[src/rtl/updown_counter_param_pkg.sv]
// Shared mode codes for the up/down counter family.
package updown_counter_param_pkg;
    localparam logic [1:0] CNT_MODE_WRAP    = 2'b00;
    localparam logic [1:0] CNT_MODE_MODULO  = 2'b01;
    localparam logic [1:0] CNT_MODE_ONESHOT = 2'b10;
endpackage

[src/rtl/counter_prescaler.sv]
// Enable-tick divider: tick on every PRESCALE-th cycle with en=1.
module counter_prescaler #(
    parameter int PRESCALE = 4
) (
    input  logic clk,
    input  logic rst,
    input  logic clr,
    input  logic en,
    output logic tick
);
    localparam int PW = (PRESCALE > 1) ? $clog2(PRESCALE) : 1;
    localparam logic [PW-1:0] LAST = PW'(PRESCALE - 1);
    localparam logic [PW-1:0] ONE  = PW'(1);

    logic [PW-1:0] ph_q;
    logic [PW-1:0] ph_d;

    assign tick = en && (ph_q == LAST);

    always_comb begin
        ph_d = ph_q;
        if (clr)
            ph_d = '0;
        else if (en)
            ph_d = tick ? '0 : ph_q + ONE;
    end

    always_ff @(posedge clk or posedge rst) begin
        if (rst)
            ph_q <= '0;
        else
            ph_q <= ph_d;
    end
endmodule

[src/rtl/updown_counter_param.sv]
// Up/down counter with load, WRAP/MODULO/ONESHOT modes and registered Rc/done.
// Optional enable prescaler selected by the CNT_PRESCALE_EN macro.
module updown_counter_param
    import updown_counter_param_pkg::*;
#(
    parameter int WIDTH    = 32,
    parameter int PRESCALE = 4
) (
    input  logic             clk,
    input  logic             rst,
    input  logic             en,
    input  logic             s,
    input  logic             Load,
    input  logic [WIDTH-1:0] PData,
    input  logic [1:0]       mode,
    input  logic [WIDTH-1:0] limit,
    output logic [WIDTH-1:0] cnt,
    output logic             Rc,
    output logic             done
);
    localparam logic [WIDTH-1:0] ONE = WIDTH'(1);

    logic [WIDTH-1:0] cnt_q, cnt_d;
    logic             rc_q, rc_d;
    logic             done_q, done_d;
    logic             tick;
    logic             bounded;
    logic             step;
    logic [WIDTH-1:0] term;
    logic [WIDTH-1:0] mod_next;

`ifdef CNT_PRESCALE_EN
    counter_prescaler #(
        .PRESCALE (PRESCALE)
    ) u_presc (
        .clk  (clk),
        .rst  (rst),
        .clr  (Load),
        .en   (en),
        .tick (tick)
    );
`else
    assign tick = (PRESCALE >= 1);
`endif

    assign bounded = (mode == CNT_MODE_MODULO) || (mode == CNT_MODE_ONESHOT);
    assign term    = s ? (bounded ? limit : '1) : '0;
    assign step    = en && tick && !done_q;

    always_comb begin
        mod_next = '0;
        if (s)
            mod_next = (cnt_q >= limit) ? '0 : cnt_q + ONE;
        else
            mod_next = (cnt_q == '0) ? limit : cnt_q - ONE;
    end

    always_comb begin
        cnt_d  = cnt_q;
        done_d = done_q;
        rc_d   = 1'b0;
        if (Load) begin
            cnt_d  = PData;
            done_d = 1'b0;
        end else if (step) begin
            unique case (mode)
                CNT_MODE_MODULO:
                    cnt_d = mod_next;
                CNT_MODE_ONESHOT:
                    // Up with cnt above limit is treated as already terminal
                    if ((cnt_q == term) || (s && (cnt_q > limit)))
                        done_d = 1'b1;
                    else
                        cnt_d = mod_next;
                default:
                    cnt_d = s ? cnt_q + ONE : cnt_q - ONE;
            endcase
            rc_d = (cnt_d == term) && (cnt_q != term);
        end
    end

    always_ff @(posedge clk or posedge rst) begin
        if (rst) begin
            cnt_q  <= '0;
            rc_q   <= 1'b0;
            done_q <= 1'b0;
        end else begin
            cnt_q  <= cnt_d;
            rc_q   <= rc_d;
            done_q <= done_d;
        end
    end

    assign cnt  = cnt_q;
    assign Rc   = rc_q;
    assign done = done_q;
endmodule
[config.mk]
export PLATFORM = sky130hd
export DESIGN_NAME = updown_counter_param
export DESIGN_NICKNAME = d
export VERILOG_FILES = /design/src/rtl/updown_counter_param_pkg.sv /design/src/rtl/counter_prescaler.sv /design/src/rtl/updown_counter_param.sv
export SDC_FILE = /design/constraint.sdc
export NUM_CORES = 1
export LEC_CHECK = 0
export BUFFER_PORTS_ARGS = -buffer_cell sky130_fd_sc_hd__buf_2
export CORE_MARGIN = 3
export CORE_UTILIZATION = 35
export DETAILED_ROUTE_END_ITERATION = 7
export GPL_ROUTABILITY_DRIVEN = 1
export GPL_TIMING_DRIVEN = 1
export MAX_ROUTING_LAYER = met4
export PLACE_DENSITY_LB_ADDON = 0.12
export RECOVER_POWER = 25
export SYNTH_ARGS = -nofsm -noshare
export SYNTH_HDL_FRONTEND = slang
export SYNTH_SLANG_ARGS = --single-unit
[constraint.sdc]
create_clock -name clk -period 4.2 [get_ports clk]
set_input_delay 0.84 -clock clk [delete_from_list [all_inputs] [get_ports clk]]
set_output_delay 0.84 -clock clk [all_outputs]
set_load 0.01 [all_outputs]
# After elaboration in Yosys (flattened, before gate mapping)
# Cells that the tools add are included.
[totals] out_inout_bits=34 reg_bits=34
[op_classes] n_lt_le_gt_ge=2 eq_ne=5 reduce_logical=11 addsub=2 mux=18
[ops] operator="32-bit two-way mux" count=11
[ops] operator="32-bit == test" count=2
[ops] operator="32-bit one-hot mux with 2 select lines" count=1
[ops] operator="32-bit by 1-bit adder with 32-bit output, second input constant" count=1
[ops] operator="32-bit greater-or-equal comparator" count=1
[ops] operator="32-bit greater-than comparator" count=1
[ops] operator="32-bit logical NOT" count=1
[ops] operator="32-bit != test" count=1
[ops] operator="32-bit by 1-bit subtractor with 32-bit output, second input constant" count=1
[ops] operator="1-bit two-way mux" count=6
[ops] operator="2-bit nonzero test" count=3
[ops] operator="1-bit logical AND" count=3
[ops] operator="3-bit AND reduction" count=1
[ops] operator="2-bit by 1-bit == test with 1-bit output, second input constant" count=1
[ops] operator="2-bit == test, second input constant" count=1
[ops] operator="1-bit logical OR" count=2
[ops] operator="1-bit logical NOT" count=1

# Longest topological paths before layout
[depth] word_depth=14 ltp_mapped=19

# Least setup slack after synthesis
# No wires, ideal clock.
[synth_path] kind="input to register" startpoint="input limit[30]" endpoint="register rc_q (netlist: Rc)" path_buffers=1 path_slack_ns=-0.230 required_ns=4.104 path_stages=15 setup_time_ns=0.096 arrival_ns=4.334 path_cell_list="buf_2 -> inv_1 -> ha_1 -> nand2_1 -> o21ai_1 -> a2111oi_1 -> a41o_1 -> a31oi_1 -> a2111oi_4 -> o211ai_1 -> o211ai_1 -> mux2_2 -> a222oi_1 -> o2111ai_1 -> nor4_2"
[synth_between] elab_chain_len=12
[synth_lines] element="start, declared" line_no="updown_counter_param.sv:16" rtl="input logic [WIDTH-1:0] limit,"
[synth_lines] element="branches (longest 9 deep; another with 32-bit greater-or-equal comparator)"
[synth_lines] element="1-bit logical AND (*)" line_no="updown_counter_param.sv:78" rtl="rc_d = (cnt_d == term) && (cnt_q != term);"
[synth_lines] element="1-bit two-way mux (*)" line_no="updown_counter_param.sv:65" rtl="end else if (step) begin"
[synth_lines] element="1-bit two-way mux (*)" line_no="updown_counter_param.sv:62" rtl="if (Load) begin"
[synth_lines] element="named net rc_d" line_no="updown_counter_param.sv:24" rtl="logic rc_q, rc_d;"
[synth_lines] element="end signal, assigned" line_no="updown_counter_param.sv:89" rtl="rc_q <= rc_d;"
[synth_lines] element="end, declared" line_no="updown_counter_param.sv:24"
# Mark *: on every way through the listed nets, which the timed path passes. The select of a mux whose other input is x is not followed.
# A chain may end at the register's enable or synchronous reset.

# Worst setup path after layout
[layout_path] startpoint="input mode[1]" endpoint="register rc_q (netlist: Rc)"
[layout_between] elab_chain_len=14
[layout_lines] element="start, declared" line_no="updown_counter_param.sv:15" rtl="input logic [1:0] mode,"
[layout_lines] element="2-bit by 1-bit == test with 1-bit output or 2-bit == test (tied branches)" line_no="updown_counter_param.sv:46, updown_counter_param.sv:66"
[layout_lines] element="1-bit logical OR" line_no="updown_counter_param.sv:46" rtl="assign bounded = (mode == CNT_MODE_MODULO) || (mode == CNT_MODE_ONESHOT);"
[layout_lines] element="32-bit two-way mux (2 in series)" line_no="updown_counter_param.sv:47" rtl="assign term = s ? (bounded ? limit : '1) : '0;"
[layout_lines] element="32-bit == test" line_no="updown_counter_param.sv:71" rtl="if ((cnt_q == term) || (s && (cnt_q > limit)))"
[layout_lines] element="1-bit logical OR" line_no="updown_counter_param.sv:71"
[layout_lines] element="32-bit two-way mux" line_no="updown_counter_param.sv:71"
[layout_lines] element="32-bit one-hot mux with 2 select lines" line_no="updown_counter_param.sv:66" rtl="unique case (mode)"
[layout_lines] element="32-bit two-way mux" line_no="updown_counter_param.sv:65"
[layout_lines] element="32-bit two-way mux" line_no="updown_counter_param.sv:62"
[layout_lines] element="32-bit == test" line_no="updown_counter_param.sv:78"
[layout_lines] element="1-bit logical AND (*)" line_no="updown_counter_param.sv:78"
[layout_lines] element="1-bit two-way mux (*)" line_no="updown_counter_param.sv:65"
[layout_lines] element="1-bit two-way mux (*)" line_no="updown_counter_param.sv:62"
[layout_lines] element="named net rc_d" line_no="updown_counter_param.sv:24"
# Mark *: on every way through the listed nets, which the timed path passes. The rest lies on a longest branch. The select of a mux whose other input is x is not followed.

==> flow_metrics.py <==
metrics = {
    "critical_path": {
        "path_cells": "buf_2 -> ha_4 -> buf_12 -> or4b_4 -> o22ai_4 -> a211oi_4 -> a2111oi_4 -> nand4_1 -> buf_6 -> a21oi_4 -> buf_4 -> nand2_1 -> a2111oi_2 -> o21ai_0 -> o21ai_0 -> nand3_1 -> nor4_2",
        "crit_top_cell": "o21ai_0",
        "cp.arrival_ns": 4.93,
        "cpPeakStageDelay_ns": 0.52,
        "critPathLaunchType": "input port",
        "cp_slowest_cell": "or4b_4",
        "path_max_fanout": 8,
        "worstSetupPathType": "in2reg",
        "end_kind": "flip-flop",
        "cp.required_ns": 4.40,
    },
    "synth": {
        "yosys_warnings": 0,
        "synthAdderAreaFrac_pct": 5.67,
        "synth_compound_area_share_pct": 37.4,
        "ys_async_sr_fraction_pct": 100,
        "syn_area_mm2": 0.00816,
        "yosys.area_share.simple_pct": 30.2,
        "synth_top_area_share_pct": 10.4,
        "syn_nets": 1341,
        "synth-xor-area-share_pct": 5.15,
        "synth_edf_count": 0,
        "ys_seq_elements": 34,
        "ys_seq_area_share_pct": 10.4,
        "synth_mux_area_share_pct": 2.39,
        "synth_top_area_cell": "dfrtp_1",
        "ys.flop_type": "dfrtp_1",
        "syn_inst": 1233,
        "ys_top_cells_by_area": "dfrtp_1 10%, nand2_1 6.1%, a21oi_1 6.1%",
        "synth_top_family_by_area": "compound AO/OA/AOI/OAI gates",
        "syn_area_per_cell_um2": 6.62,
        "ys_types": 87,
    },
    "drt": {
        "vias": 12500,
        "vias_per_cell": 6.45,
        "drc": 0,
        "wl_met2_mm": 24.3,
        "postRouteAntennaNets": 0,
        "wirelength_mm": 57.2,
        "drtIter0Drc": 1622,
        "wl_met3_mm": 6.25,
        "firstDrtPassIters": 6,
        "wl_met1_mm": 22.0,
        "wire_per_inst_um": 29.6,
        "topRoutingLayerUsed": "met4",
    },
    "placement": {
        "hpwl_mm": 45.7,
        "io_buffers": 104,
        "place_inst": 1904,
        "dpl-instance-area_mm2": 0.0116,
        "routabilityCongestion": 1.09,
    },
    "floorplan": {
        "std_cell_rows": 55,
        "die_height_um": 159,
        "start_util_pct": 35.8,
        "design.core.area_mm2": 0.0228,
        "ios": 105,
        "fp.dieArea_mm2": 0.0252,
        "die_x_um": 159,
    },
    "timing": {
        "rsz0062_at_grt": "true",
        "fin_crit_ns": 4.73,
        "finClkSkew_ns": 0.00772,
        "drv_slew": 35,
        "post-route-period-util_pct": 113,
        "whs_ns": 0.570,
        "slew_headroom_pct": -64.5,
        "setup_violations": 6,
        "tightest_slew_ns": 2.47,
        "fmax_mhz": 211,
        "finalHoldViolCount": 0,
        "layout_setup_ws_ns": -0.533,
    },
    "global_routing": {
        "grt_start_max_net_pins": 66,
        "grt_pass1_wl_mm": 81.4,
        "antenna_found_initial": 1,
        "grt_pass1_vias": 11800,
        "grtUsageTotal_pct": 44.4,
        "grt.overflow.total": 0,
    },
    "pwr": {
        "ir_worst_vdd_mv": 0.149,
        "p_leak_uw": 0.00524,
        "powerDensity_mw_per_mm2": 240,
    },
    "clock_tree": {
        "clockRootBuffer": "clkbuf_16",
        "cts_buffer_depth": 2,
        "cts-htree-levels": 2,
        "path_clk_slew_ns": 0.07,
        "tritoncts": "yes",
        "cts_inserted_buffers": 5,
        "clk_latency_ns": 0.31,
        "clock_sinks": 34,
    },
    "run": {
        "cap_violations": 1,
    },
    "final_layout": {
        "design_area_mm2": 0.0122,
        "drive_gt1_share_pct": 35.9,
        "post-route-util_pct": 53.7,
        "final_cells": 1930,
        "syn2layout_area_growth_pct": 49.9,
        "nFillCells": 2307,
        "nets": 1724,
        "n_antenna_cell": 0,
    },
    "outcome": {
        "violations": "capacitance limit, slew limit, setup timing",
        "status": "finished with violations",
    },
    "hold_path": {
        "hold_path_class": "reg2reg",
    },
}
==> registers in the layout, summed over array words and instances (netlist names) <==
name  cells
cnt      32
Rc        1
done      1
==> critical path: cells and delay by family <==
family	cells	cell delay [ns]
AO/OA/AOI/OAI	7	1.69
adder cells (fa/ha/maj)	1	0.28
buffers and inverters	4	0.69
AND/OR/NAND/NOR	5	1.41
==> cells in the mapped netlist, types with 29 or more instances <==
cell type / number
xnor2_1: 32
clkbuf_1: 79
dfrtp_1: 34
nand3_1: 41
a21oi_1: 99
o21ai_0: 90
nor2_1: 112
ha_1: 37
nor3_1: 33
nand4_1: 29
inv_1: 54
nand2_1: 133
==> area by class of cell <==
type / instances / area [um2] / area share [%]
flip-flops and latches: 34 / 851 / 6.95
inverters: 56 / 213 / 1.74
multi-input cells: 1025 / 6920 / 56.5
well taps: 313 / 392 / 3.20
repair buffers: 494 / 3700 / 30.2
clock buffers: 8 / 166 / 1.36
==> power by group <==
group | leakage [uW] | switching [uW] | internal [uW] | total, uW
combinational | 0.00474 | 1220 | 854 | 2070
clock | 0.0000832 | 198 | 271 | 468
sequential | 0.000419 | 29.3 | 362 | 391
==> worst paths after layout <==
check / slack (ns) / endpoint / startpoint / cells past startpoint
setup reg to reg: -0.32 / Rc / cnt[19] / 16
hold reg to reg: 0.57 / done / done / 2
max in group asynchronous: 1.32 / cnt[19] / rst / 3
hold / removal: 0.57 / done / done / 2
setup / recovery: -0.53 / Rc / mode[1] / 17
min in group asynchronous: 1.42 / cnt[24] / rst / 3
==> layer usage <==
layer	GRT usage, %	vias to the layer above
met5	-	-
met4	24.8	0
met3	8.56	237
met2	66.9	887
met1	55.8	5872
li1	-	5455
==> kinds of logic after synthesis <==
| family | Yosys count |
|---|---|
| flops | 34 |
| xor+xnor | 48 |
| compound gates | 444 |
| fa+ha+maj | 37 |
| mux | 19 |
| simple gates | 477 |
| buf+inv | 174 |
==> timing repair <==
| action | 4_1_cts | 5_1_grt |
|---|---|---|
| pin swaps | 9 | 13 |
| resized for setup | 21 | 58 |
| hold buffers | 0 | 0 |
| gates cloned | 0 | 1 |
| buffers inserted | 5 | 13 |
| endpoints found under the hold margin | 0 | 0 |
| setup endpoints to repair | 13 | 26 |
==> stage by stage <==
step	setup WS, ns	total power, uW	TNS (ns)
after floorplan	0.0179	1300	0
after global placement	-0.845	2290	-8.41
after detailed placement	-0.891	2280	-10.16
after CTS	-0.446	2780	-0.485
after global routing	-0.650	3040	-1.71
final	-0.533	2930	-0.720
==> placed cells by master, fill, tap and decap left out, types with 8 or more instances in the layout <==
master    Yosys  layout
a31oi_1      16      14
buf_12        0      12
inv_1        54      52
xnor2_1      32      32
nor4_2        7      10
dfrtp_1      34      34
nor2_1      112     110
ha_1         37      36
or4_1         9       9
or3_1        13      13
buf_2        23     102
o211ai_1     22      22
xor2_1       16      16
a211oi_1     28      23
o21ai_0      90      83
nand2_1     133     131
buf_6         3      15
nand3_1      41      41
a22oi_1      11      10
and3_1       12      12
o31ai_1      16      16
buf_4         2     360
a32oi_1       9       8
nor3_1       33      32
o31a_1        9       9
nor4_1       24      21
a21oi_1      99      97
nand4_1      29      29
o21a_1        8       8
o22ai_1      23      16
mux2i_1      15      14
No activity file was read; power rests on OpenSTA's default activity.
